[config.mk]
export PLATFORM = sky130hd
export DESIGN_NAME = clock_period_monitor
export DESIGN_NICKNAME = d
export VERILOG_FILES = /design/src/rtl/clock_period_monitor.sv
export SDC_FILE = /design/constraint.sdc
export NUM_CORES = 1
export LEC_CHECK = 0
export ABC_CLOCK_PERIOD_IN_PS = 3000
export BUFFER_PORTS_ARGS = -buffer_cell sky130_fd_sc_hd__buf_4
export CAP_MARGIN = 0
export CORE_AREA = 10 10 96 98
export DETAILED_ROUTE_END_ITERATION = 12
export DIE_AREA = 0 0 106 108
export GPL_ROUTABILITY_DRIVEN = 0
export GPL_TIMING_DRIVEN = 0
export MAX_ROUTING_LAYER = met4
export PLACE_DENSITY = 0.78
export SYNTH_ARGS = -nofsm -noshare
export SYNTH_HDL_FRONTEND = slang
export SYNTH_SLANG_ARGS = --single-unit
[constraint.sdc]
create_clock -name clock -period 3 [get_ports clock]
set_input_delay 0.3 -clock clock [delete_from_list [all_inputs] [get_ports clock]]
set_output_delay 0.3 -clock clock [all_outputs]
set_load 0.01 [all_outputs]
[src/rtl/clock_period_monitor.sv]
// rtl/clock_period_monitor.sv - measures high/low phases of an async clock in system-clock cycles
// Checks each period against expected lengths, tracks lock, counts errors and flags a stuck clock.
module clock_period_monitor #(
  parameter int HI_EXP   = 5,
  parameter int LO_EXP   = 5,
  parameter int TOL      = 1,
  parameter int CNT_W    = 16,
  parameter int LOCK_CNT = 4,
  parameter int TIMEOUT  = 1000
) (
  input  logic             clock,
  input  logic             reset,
  input  logic             mon_clk,
  input  logic             enable,
  output logic [CNT_W-1:0] hi_len,
  output logic [CNT_W-1:0] lo_len,
  output logic             meas_valid,
  output logic             locked,
  output logic             err_pulse,
  output logic [15:0]      err_count,
  output logic             stuck
);

  localparam int GW = $clog2(LOCK_CNT + 1);
  localparam logic [CNT_W:0] HI_MIN = (HI_EXP > TOL) ? (CNT_W+1)'(HI_EXP - TOL) : '0;
  localparam logic [CNT_W:0] HI_MAX = (CNT_W+1)'(HI_EXP + TOL);
  localparam logic [CNT_W:0] LO_MIN = (LO_EXP > TOL) ? (CNT_W+1)'(LO_EXP - TOL) : '0;
  localparam logic [CNT_W:0] LO_MAX = (CNT_W+1)'(LO_EXP + TOL);
  localparam logic [CNT_W-1:0] TO_VAL = CNT_W'(TIMEOUT);
  localparam logic [GW-1:0] LOCK_V = GW'(LOCK_CNT);

  typedef enum logic [1:0] {IDLE, SYNC, MEAS_HI, MEAS_LO} state_t;

  state_t           state_q, state_d;
  logic             s1_q, s2_q, hist_q;
  logic [CNT_W-1:0] cnt_q, cnt_d;
  logic [CNT_W-1:0] hi_tmp_q, hi_tmp_d;
  logic [CNT_W-1:0] hi_len_q, hi_len_d;
  logic [CNT_W-1:0] lo_len_q, lo_len_d;
  logic             meas_valid_q, meas_valid_d;
  logic [GW-1:0]    good_cnt_q, good_cnt_d;
  logic             locked_q, locked_d;
  logic             err_pulse_q, err_pulse_d;
  logic [15:0]      err_count_q, err_count_d;
  logic             stuck_q, stuck_d;

  logic             rise_det, fall_det, period_good, to_hit;
  logic [CNT_W-1:0] cnt_inc;
  logic [GW-1:0]    good_inc;
  logic [15:0]      err_inc;

  assign rise_det = s2_q & ~hist_q;
  assign fall_det = ~s2_q & hist_q;
  assign cnt_inc  = (cnt_q == '1) ? cnt_q : cnt_q + CNT_W'(1);
  assign good_inc = (good_cnt_q == LOCK_V) ? good_cnt_q : good_cnt_q + GW'(1);
  assign err_inc  = (err_count_q == 16'hFFFF) ? err_count_q : err_count_q + 16'd1;
  // Only one timeout per outage: stuck stays set until the next rising edge.
  assign to_hit   = (cnt_q == TO_VAL) && !stuck_q;
  assign period_good = ({1'b0, hi_tmp_q} >= HI_MIN) && ({1'b0, hi_tmp_q} <= HI_MAX) &&
                       ({1'b0, cnt_q} >= LO_MIN) && ({1'b0, cnt_q} <= LO_MAX);

  always_comb begin
    state_d      = state_q;
    cnt_d        = cnt_inc;
    hi_tmp_d     = hi_tmp_q;
    hi_len_d     = hi_len_q;
    lo_len_d     = lo_len_q;
    meas_valid_d = 1'b0;
    good_cnt_d   = good_cnt_q;
    locked_d     = locked_q;
    err_pulse_d  = 1'b0;
    err_count_d  = err_count_q;
    stuck_d      = stuck_q & ~rise_det;
    if (!enable) begin
      state_d    = IDLE;
      cnt_d      = '0;
      good_cnt_d = '0;
      locked_d   = 1'b0;
      stuck_d    = 1'b0;
    end else begin
      case (state_q)
        IDLE: begin
          cnt_d   = '0;
          state_d = SYNC;
        end
        SYNC: begin
          if (rise_det) begin
            cnt_d   = CNT_W'(1);
            state_d = MEAS_HI;
          end
        end
        MEAS_HI: begin
          if (fall_det) begin
            hi_tmp_d = cnt_q;
            cnt_d    = CNT_W'(1);
            state_d  = MEAS_LO;
          end
        end
        MEAS_LO: begin
          if (rise_det) begin
            cnt_d        = CNT_W'(1);
            state_d      = MEAS_HI;
            hi_len_d     = hi_tmp_q;
            lo_len_d     = cnt_q;
            meas_valid_d = 1'b1;
            if (period_good) begin
              good_cnt_d = good_inc;
              locked_d   = (good_inc == LOCK_V);
            end else begin
              good_cnt_d  = '0;
              locked_d    = 1'b0;
              err_pulse_d = 1'b1;
              err_count_d = err_inc;
            end
          end
        end
        default: state_d = IDLE;
      endcase
      // The awaited edge was not taken above, so the phase has run too long.
      if (state_q != IDLE && state_d == state_q && to_hit) begin
        stuck_d     = 1'b1;
        locked_d    = 1'b0;
        good_cnt_d  = '0;
        err_pulse_d = 1'b1;
        err_count_d = err_inc;
        state_d     = SYNC;
        cnt_d       = CNT_W'(1);
      end
    end
  end

  always_ff @(posedge clock) begin
    if (reset) begin
      state_q      <= IDLE;
      s1_q         <= 1'b0;
      s2_q         <= 1'b0;
      hist_q       <= 1'b0;
      cnt_q        <= '0;
      hi_tmp_q     <= '0;
      hi_len_q     <= '0;
      lo_len_q     <= '0;
      meas_valid_q <= 1'b0;
      good_cnt_q   <= '0;
      locked_q     <= 1'b0;
      err_pulse_q  <= 1'b0;
      err_count_q  <= '0;
      stuck_q      <= 1'b0;
    end else begin
      state_q      <= state_d;
      s1_q         <= mon_clk;
      s2_q         <= s1_q;
      hist_q       <= s2_q;
      cnt_q        <= cnt_d;
      hi_tmp_q     <= hi_tmp_d;
      hi_len_q     <= hi_len_d;
      lo_len_q     <= lo_len_d;
      meas_valid_q <= meas_valid_d;
      good_cnt_q   <= good_cnt_d;
      locked_q     <= locked_d;
      err_pulse_q  <= err_pulse_d;
      err_count_q  <= err_count_d;
      stuck_q      <= stuck_d;
    end
  end

  assign hi_len     = hi_len_q;
  assign lo_len     = lo_len_q;
  assign meas_valid = meas_valid_q;
  assign locked     = locked_q;
  assign err_pulse  = err_pulse_q;
  assign err_count  = err_count_q;
  assign stuck      = stuck_q;

endmodule

Yosys cells after proc, flatten, opt, wreduce, memory -nomap -nowiden. Index checks and enable logic that the tools add are counted.

Flip-flop bits (word level): 92.

Add/sub/neg operators: 3. $lt $le $gt $ge: 4. Equality and inequality tests: 10. Mux-type cells: 24. Bitwise gates (word level): 8. Reduce and logical (&&, ||, !) cells: 19.

Operators by type and width (count): two-way mux 16 bit (8); case mux 16 bit (3 select lines) (1); adder 16 x 1 -> 16 bit, second input constant (2); == test 16 bit, second input constant (2); >= comparator 16 x 3 -> 1 bit, second input constant (2); less-or-equal comparator 16 x 3 -> 1 bit, second input constant (2); == test 16 x 10 -> 1 bit, second input constant (1); two-way mux 1 bit (9); == test 3 bit, second input constant (2); logical AND 1 bit (6); two-way mux 2 bit (3); two-way mux 3 bit (2); case mux 2 bit (3 select lines) (1); AND reduction 3 bit (2); nonzero test 2 bit (3); OR reduction 3 bit (2); NOT 1 bit (5); == test 2 bit, second input constant (2); AND reduction 4 bit (1); OR reduction 2 bit (2); adder 3 x 1 -> 3 bit, second input constant (1); bitwise AND 1 bit (3); == test 2 x 1 -> 1 bit, second input constant (1); == test 2 bit (1); 4 further kinds (4).

Longest topological paths before layout. Gate-level depths: netlist (run 1).

Depth in word-level cells: 10. Gate-level depth with buffers: 10. Gate-level depth less buffers: 8.

Least setup slack after synthesis (run 1). No wires, ideal clock.

Kind: reg-to-reg. From: register cnt_q[3]. To: register err_count_q[13] (netlist: err_count[13]). Arrival time: 2.139 ns. Path slack: 0.738 ns. Stages on the path, launching flop included: 9. Period minus slack after synthesis: 2.262 ns. Path through: dfxtp_1 clkbuf_1 a2bb2oi_1 nand4_1 o31ai_1 buf_2 a21oi_2 nand3_1 mux2_1.

Longest elaborated chain between the ends: 5.

Ends and longest elaborated chain: from (decl) (RTL line 36) `logic [CNT_W-1:0] cnt_q, cnt_d;`; from (signal assigned) (RTL line 153) `cnt_q <= cnt_d;`; >= comparator 16 x 3 -> 1 bit / == test 16 x 10 -> 1 bit (equally long branches) (RTL line 60, 58); logical AND 1 bit, on equally long branches (RTL line 59, 58); logical AND 1 bit, on equally long branches (RTL line 60, 120); inequality test 2 x 1 -> 1 bit (no source line) / nonzero test 2 bit (equally long branches); AND reduction 4 bit (no source line); to (signal assigned) (RTL line 161) `err_count_q <= err_count_d;`; to (decl) (RTL line 44) `logic [15:0] err_count_q, err_count_d;`.

Parallel ways exist; a longest one is shown, timed or not. A chain may end at the register's enable or synchronous reset.

Worst setup path after layout (run 1). Same ends and word-level chain as after synthesis.

==> results of run 1 <==
synthesized netlist by cell type, types with 3 or more instances:
| cell type | count |
|---|---|
| inv_1 | 12 |
| and2_1 | 3 |
| ha_1 | 5 |
| dfxtp_1 | 92 |
| nand4_1 | 14 |
| a211oi_2 | 6 |
| and4_1 | 4 |
| nand3_1 | 18 |
| buf_2 | 4 |
| nor3_1 | 6 |
| a21oi_1 | 65 |
| nor4_1 | 5 |
| xor2_1 | 9 |
| clkbuf_1 | 24 |
| nor2b_1 | 6 |
| o21ai_0 | 6 |
| and3_1 | 6 |
| nand2_1 | 110 |
| nor2_1 | 36 |
| xnor2_1 | 11 |
| nand2b_1 | 4 |
area by class of cell:
class / count / share of cell area (%)
clock inverter: 6 / 0.920
multi-input combinational: 341 / 41.0
sequential: 92 / 39.8
clock buffer: 9 / 2.68
buffer: 31 / 3.03
tap: 102 / 2.76
inverter: 12 / 0.974
timing repair buffer: 54 / 8.77
flip-flops by register name (all words and copies together) (netlist names):
signal,flops
err_pulse,1
hi_tmp_q,16
hi_len,16
state_q,2
cnt_q,16
meas_valid,1
stuck,1
s2_q,1
err_count,16
good_cnt_q,3
hist_q,1
locked,1
lo_len,16
s1_q,1
how the worst max path moves through the flow:
stage | end | slack [ps] | cells past startpoint
after floorplan | err_count[13] | 740 | 8
after detailed placement | err_count[13] | 300 | 8
after global routing | err_count[13] | 140 | 8
after CTS | err_count[13] | 280 | 8
final | err_count[13] | 230 | 8
after global placement | err_count[13] | 350 | 8
cell usage in the layout, fill, tap and decap left out, types with 9 or more instances in the layout:
cell type,n
nand2_1,110
dfxtp_1,92
a21oi_1,65
buf_4,55
nor2_1,36
clkbuf_1,24
nand3_1,18
nand4_1,14
inv_1,12
xnor2_1,11
xor2_1,9
clkbuf_8,9
metrics by stage:
step	util, %	power, mW	std cells	hold WS, ps
2_1_floorplan	-	1.28	476	414
3_3_place_gp	59.8	1.29	632	417
3_5_place_dp	59.8	1.29	632	435
4_1_cts	62.0	2.00	647	149
5_1_grt	62.1	2.05	647	216
6_report	62.1	1.99	647	159
cell families after synthesis:
family	count (synthesis)	synth area share, %
DFF	92	47.0
muxes	4	1.09
and+or+nand+nor	220	26.0
AOI/OAI and AO/OA	92	15.2
adders and majority gates	5	1.60
xor gates and xnor gates	20	4.47
buffers and inverters	43	4.72
layer usage:
layer	up-vias	wire (um)	GRT usage [%]
met5	-	0	-
met4	0	125	6.19
met3	15	481	3.69
met2	96	4570	27.9
met1	1632	4210	20.4
li1	1742	-	-
power by group through the flow:
stage / Clock, mW / Sequential, mW / Combinational (mW)
floorplan: 0 / 1.25 / 0.0268
global placement: 0 / 1.25 / 0.0391
detailed placement: 0 / 1.25 / 0.0403
CTS: 0.730 / 1.23 / 0.0403
global route: 0.782 / 1.23 / 0.0456
finish: 0.724 / 1.23 / 0.0407
==> results.cfg, run 1 <==
[worst_hold_path]
holdPathEnd = s1_q
min_from = mon_clk
hold_class = in -> reg
hold_depth = 2

[sta]
slew_headroom_pct = 48.8
max_freq_mhz = 360
tightest_slew_ps = 768
post-route-period-util_pct = 92.5
setup_viol = 0
finalSetupTns_ps = 0
rsz0062_at_grt = no
min_period_ps = 2770
fin_ws_ps = 225
fin_skew_ps = 11.5
hold_viol_final = 0
slew_violations = 0

[worst_setup_path]
critPathArrivalTime_ps = 3030
crit_chain = clkbuf_1 > a2bb2oi_1 > nand4_1 > o31ai_1 > buf_2 > a21oi_2 > nand3_1 > mux2_1
r2r_end = err_count[13]
crit_path_end_kind = register
cpPeakStageDelay_ps = 610
crit_path_start = cnt_q[3]
path_max_fanout = 10
slowest_stage = o31ai_1
reg2reg_depth = 8
startpoint_type = register
worstPathRequired_ps = 3250
worstReg2RegStart = cnt_q[3]
ff2ff_setup_slack_ps = 230
worstSetupPathType = reg -> reg
crit_family = compound AO/OA/AOI/OAI gates
crit_buf_inv = 2

[power_and_ir_drop]
combPwrFrac_pct = 2.0
leakagePower_nw = 1.61
p_seq_share_pct = 61.6
powerDensity_nw_per_um2 = 430
swShare_pct = 23.2
peakVddDrop_uv = 247
power_switching_mw = 0.461
power_frac_clock_pct = 36.4
p_int_mw = 1.53

[synthesis]
synthCells = 476
synth-edff-count = 0
yosysWarnings = 0
post_synth_num_cell_types = 45
synth.area.top_cells = dfxtp_1 (47%), nand2_1 (11%), a21oi_1 (8.3%)
synth_top_area_share_pct = 47.0
ys_seq_area_share_pct = 47.0
synth.largest_area_cell = dfxtp_1
ys.flop_type = dfxtp_1
syn_nets = 485
async_reset_ff_share_pct = 0
synth_area_um2 = 3920
synth.avg_cell_area_um2 = 8.24
ys_ff_latch = 92

[grt]
grt_usage_pct = 17.1
grt_pass1_vias = 3354
grt_max_degree = 16
grt_antenna_before_repair = 0
grt_remaining_overflow = 0
grt_pass1_wl_mm = 15.8

[routing]
drt-vias-per-instance = 5.39
routed_wl_mm = 9.39
drt.antenna.violating_nets = 0
first_pass_iters = 4
post-route-drc-count = 0
wl_per_cell_um = 14.5
drtIter0Drc = 203
vias = 3485

[cts]
cts_tree = built
ctsResizeCount = 0
holdBufCountCts = 0
cts_buffers = 9
clockBufferDepth = 2
cts_max_level = 3
path_clk_slew_ps = 90
clock_latency_ps = 360
cts_num_sinks = 92
cts_setup_buffers = 0
cts_root_buffer = clkbuf_8

[layout]
drive_gt1_share_pct = 16.5
fillers = 678
multi_input_area_um2 = 1900
syn2layout_area_growth_pct = 18.0
diodes = 0
regArea_um2 = 1840
num-nets-final = 550
final_area_um2 = 4620

[floorplanning]
core-area_um2 = 7450
num_rows = 32
start_util_pct = 52.6
die_h_um = 108
die_w_um = 106
io_pins = 56
die_area_um2 = 11400

[outcome]
status = completed

[place]
io_buffers = 54
post-place-ws_ps = 295
hpwl_mm = 6.99
placed_cell_area_um2 = 4450

[flow_run]
maxCapViolCount = 0
Power figures use the tool's default switching activity.
==> run 2, diff against run 1 <==
--- a/config.mk
+++ b/config.mk
@@ -5,10 +5,11 @@
 export SDC_FILE = /design/constraint.sdc
 export NUM_CORES = 1
 export LEC_CHECK = 0
-export ABC_CLOCK_PERIOD_IN_PS = 3000
+export ABC_CLOCK_PERIOD_IN_PS = 3100
 export BUFFER_PORTS_ARGS = -buffer_cell sky130_fd_sc_hd__buf_4
 export CAP_MARGIN = 0
 export CORE_AREA = 10 10 96 98
+export CTS_BUF_LIST = sky130_fd_sc_hd__clkbuf_4 sky130_fd_sc_hd__clkbuf_8
 export DETAILED_ROUTE_END_ITERATION = 12
 export DIE_AREA = 0 0 106 108
 export GPL_ROUTABILITY_DRIVEN = 0
==> constraint.sdc (replaced) <==
create_clock -name clock -period 3.1 [get_ports clock]
set_input_delay 0.31 -clock clock [delete_from_list [all_inputs] [get_ports clock]]
set_output_delay 0.31 -clock clock [all_outputs]
set_load 0.01 [all_outputs]
==> run 2 against run 1 <==
  * Cell count stayed put
  * Non-clock buffer count stayed put
  * Sequential power is 3% lower
  * Setup slack better by 120 ps
  * Die area stayed put
  * Power is 3.3% lower
  * Fmax is 0.61% higher
  * Final area is 0.11% lower
  * Register-to-register slack better by 120 ps
  * Clock power is 3.5% lower
==> results.cfg, run 2 (same netlist as run 1, synthesis figures left out) <==
[sta]
tightest_slew_ps = 765
fin_skew_ps = 12.4
finalSetupTns_ps = 0
rsz0062_at_grt = no
min_period_ps = 2760
max_freq_mhz = 363
setup_viol = 0
slew_headroom_pct = 49.0
post-route-period-util_pct = 89.0
hold_viol_final = 0
fin_ws_ps = 342
slew_violations = 0

[power_and_ir_drop]
leakagePower_nw = 1.61
powerDensity_nw_per_um2 = 417
peakVddDrop_uv = 238

[worst_setup_path]
worstPathRequired_ps = 3350
worstSetupPathType = reg -> reg
crit_chain = clkbuf_1 > nand4_1 > nor3_1 > nand4_1 > clkbuf_1 > nand4_1 > xor2_1 > nor2_1
startpoint_type = register
crit_top_cell = nand4_1
crit_path_start = cnt_q[3]
critPathArrivalTime_ps = 3010
slowest_stage = nor3_1
crit_path_end_kind = register
ff2ff_setup_slack_ps = 340
worstReg2RegStart = cnt_q[3]
cpPeakStageDelay_ps = 570
r2r_end = cnt_q[9]
path_max_fanout = 10
reg2reg_depth = 8

[cts]
cts_setup_buffers = 0
clock_latency_ps = 360
cts_max_level = 3
cts_buffers = 9
cts_root_buffer = clkbuf_8
ctsResizeCount = 0
holdBufCountCts = 0
clockBufferDepth = 2
cts_tree = built
path_clk_slew_ps = 80
cts_num_sinks = 92

[worst_hold_path]
hold_depth = 2
holdPathEnd = s1_q
hold_class = in -> reg
min_from = mon_clk

[floorplanning]
die_area_um2 = 11400
num_rows = 32
die_w_um = 106
io_pins = 56
die_h_um = 108
core-area_um2 = 7450
start_util_pct = 52.6

[routing]
vias = 3490
drt-vias-per-instance = 5.39
post-route-drc-count = 0
first_pass_iters = 5
wl_per_cell_um = 14.6
routed_wl_mm = 9.42
drt.antenna.violating_nets = 0
drtIter0Drc = 183

[grt]
grt_remaining_overflow = 0
grt_usage_pct = 17.1
grt_max_degree = 16
grt_pass1_vias = 3354
grt_pass1_wl_mm = 15.8
grt_antenna_before_repair = 0

[place]
dpl.cell_count = 632
hpwl_mm = 6.99
post-place-ws_ps = 395
io_buffers = 54
placed_cell_area_um2 = 4450

[layout]
diodes = 0
layout_common_cells = nand2_1 (110), dfxtp_1 (92), a21oi_1 (65)
syn2layout_area_growth_pct = 17.8
mostFrequentLayoutCell = nand2_1
final_area_um2 = 4620
num-nets-final = 550
layout.cells.non_filler = 647
final_util_pct = 62.0
drive_gt1_share_pct = 16.3

[outcome]
status = completed

[flow_run]
maxCapViolCount = 0
[run 2: per-stage QoR]
| stage | power (mW) | hold slack (ps) |
|---|---|---|
| finish | 1.92 | 168 |
| detailed placement | 1.25 | 435 |
| CTS | 1.93 | 159 |
| global placement | 1.25 | 417 |
| global route | 1.99 | 226 |
| floorplan | 1.24 | 414 |
[run 2: worst max-delay path: cells and delay by family, from the launching register on]
kind | cells | cell delay (ps)
xor gates and xnor gates | 1 | 180
buffers and inverters | 2 | 690
DFF | 1 | 310
and+or+nand+nor | 5 | 1470
[run 2: power breakdown]
| part | leakage [nW] | internal, mW | switching, mW |
|---|---|---|---|
| Sequential | 0.741 | 1.18 | 0.00299 |
| Clock | 0.0811 | 0.286 | 0.412 |
| Combinational | 0.787 | 0.00983 | 0.0294 |
[run 2: worst max-delay path by stage]
stage                     slack, ps       endpoint
after global routing              7       cnt_q[9]
after detailed placement        400  err_count[13]
after floorplan                 840  err_count[13]
after CTS                       380  err_count[13]
final                           340       cnt_q[9]
after global placement          450  err_count[13]
[run 2: area by class of cell]
class,count,area [um^2]
Clock buffer,9,124
Clock inverter,6,42.5
Timing Repair Buffer,54,405
Multi-Input combinational cell,341,1890
Buffer,31,140
Fill cell,679,2830
Inverter,12,45.0
Sequential cell,92,1840
Tap cell,102,128
[run 2: per-layer routing]
layer	vias to the layer above	global-route usage, %	wire length [um]
met2	103	27.9	4610
met3	13	3.69	511
met4	0	6.19	118
met1	1636	20.4	4190
li1	1738	-	-
met5	-	-	0
==> run 3, diff against run 2 <==
--- a/config.mk
+++ b/config.mk
@@ -16,6 +16,7 @@
 export GPL_TIMING_DRIVEN = 0
 export MAX_ROUTING_LAYER = met4
 export PLACE_DENSITY = 0.78
+export SETUP_SLACK_MARGIN = 0.5
 export SYNTH_ARGS = -nofsm -noshare
 export SYNTH_HDL_FRONTEND = slang
 export SYNTH_SLANG_ARGS = --single-unit
==> run 3 against run 2 <==
  * Wire length hardly changed
  * Setup slack better by 310 ps
  * Sequential share of layout area down 0.21 points
  * Clock-buffer cell count unchanged
  * Sequential cell count unchanged
  * Register-to-register slack improved by 310 ps
  * Via count grew 0.63%
  * Core utilization grew 0.34 points
  * Die area is the same
  * Cell count unchanged
  * Largest cell class unchanged
  * Largest power group unchanged
  * Highest routed layer unchanged
==> results.cfg, run 3 (same netlist as run 1, synthesis figures left out) <==
[outcome]
status = completed

[worst_setup_path]
critPathArrivalTime_ps = 2710
worstSetupPathType = reg -> reg
path_max_fanout = 10
crit_family = compound AO/OA/AOI/OAI gates
slowest_stage = o21ai_2
crit_path_end_kind = register
worstPathRequired_ps = 3350
reg2reg_depth = 6
ff2ff_setup_slack_ps = 650
crit_cells = 6
cpPeakStageDelay_ps = 700
crit_top_cell = nand3_1
crit_buf_inv = 0
startpoint_type = register
crit_chain = ha_1 > nand3_1 > o21ai_2 > a21oi_2 > nand3_1 > mux2_1

[cts]
cts_buffers = 9
cts_root_buffer = clkbuf_8
clock_latency_ps = 360
cts_tree = built
cts_max_level = 3
clockBufferDepth = 2
path_clk_slew_ps = 90
holdBufCountCts = 0
cts_num_sinks = 92

[sta]
post-route-period-util_pct = 79.1
finalSetupTns_ps = 0
min_period_ps = 2450
slew_violations = 0
setup_viol = 0
fin_skew_ps = 10.5
rsz0062_at_grt = no
slew_headroom_pct = 50.2
max_freq_mhz = 408
hold_viol_final = 0
tightest_slew_ps = 747

[floorplanning]
core-area_um2 = 7450
die_h_um = 108
io_pins = 56
die_area_um2 = 11400
num_rows = 32
start_util_pct = 52.6
die_w_um = 106

[layout]
diodes = 0
layout_common_cells = nand2_1 (110), dfxtp_1 (92), a21oi_1 (65)
layout.cells.non_filler = 647
fillers = 676
drive_gt1_share_pct = 17.4
final_util_pct = 62.4
syn2layout_area_growth_pct = 18.5
mostFrequentLayoutCell = nand2_1
num-nets-final = 550

[grt]
grt_remaining_overflow = 0
grt_antenna_before_repair = 0
grt_pass1_wl_mm = 15.8
grt_max_degree = 16
grt_pass1_vias = 3349
grt_usage_pct = 17.1

[routing]
vias = 3512
drt.antenna.violating_nets = 0
wl_per_cell_um = 14.6
post-route-drc-count = 0
drt-vias-per-instance = 5.43
routed_wl_mm = 9.42
drtIter0Drc = 233
first_pass_iters = 5

[place]
io_buffers = 54
dpl.cell_count = 632
hpwl_mm = 6.99

[power_and_ir_drop]
finalPower_mw = 1.92
powerDensity_nw_per_um2 = 414
peakVddDrop_uv = 247
leakagePower_nw = 1.64

[worst_hold_path]
hold_class = in -> reg
hold_depth = 2

[flow_run]
maxCapViolCount = 0
[run 3: final timing paths]
check / start / to
setup / recovery: err_count[0] / err_count[13]
setup reg to reg: err_count[0] / err_count[13]
hold / removal: mon_clk / s1_q
hold reg to reg: s1_q / s2_q
[run 3: power by group]
group          switching [mW]  leakage [nW]  internal [mW]  total (mW)
Sequential            0.00304         0.741           1.18        1.19
Combinational          0.0296         0.817         0.0100      0.0396
Clock                   0.412        0.0811          0.286       0.698
[run 3: repair_timing]
| action | 4_1_cts | 5_1_grt |
|---|---|---|
| cloned | 0 | 0 |
| endpoints found under the setup margin | 7 | 14 |
| setup buffers | 0 | 0 |
| resized for setup | 2 | 9 |
[run 3: metrics by stage]
step                setup WS (ps)  instance area, um^2  hold slack, ps
finish                        648                 4640             167
detailed placement            395                 4450             435
global route                  500                 4640             226
CTS                           532                 4630             159
global placement              453                 4450             417
floorplan                     838                 3920             414
[run 3: cell type report]
cell class,count,area [um^2],share of cell area (%)
multi-input cells,341,1910,41.2
plain buffers,31,146,3.15
repair buffers,54,405,8.73
flip-flops and latches,92,1840,39.7
clock inverters,6,42.5,0.916
clock buffers,9,124,2.67
inverters,12,45.0,0.970
well taps,102,128,2.75
[run 3: layer usage]
layer	global-route usage (%)	wire, um
met5	-	0
met4	6.19	153
met3	3.69	523
met2	27.9	4590
met1	20.4	4160
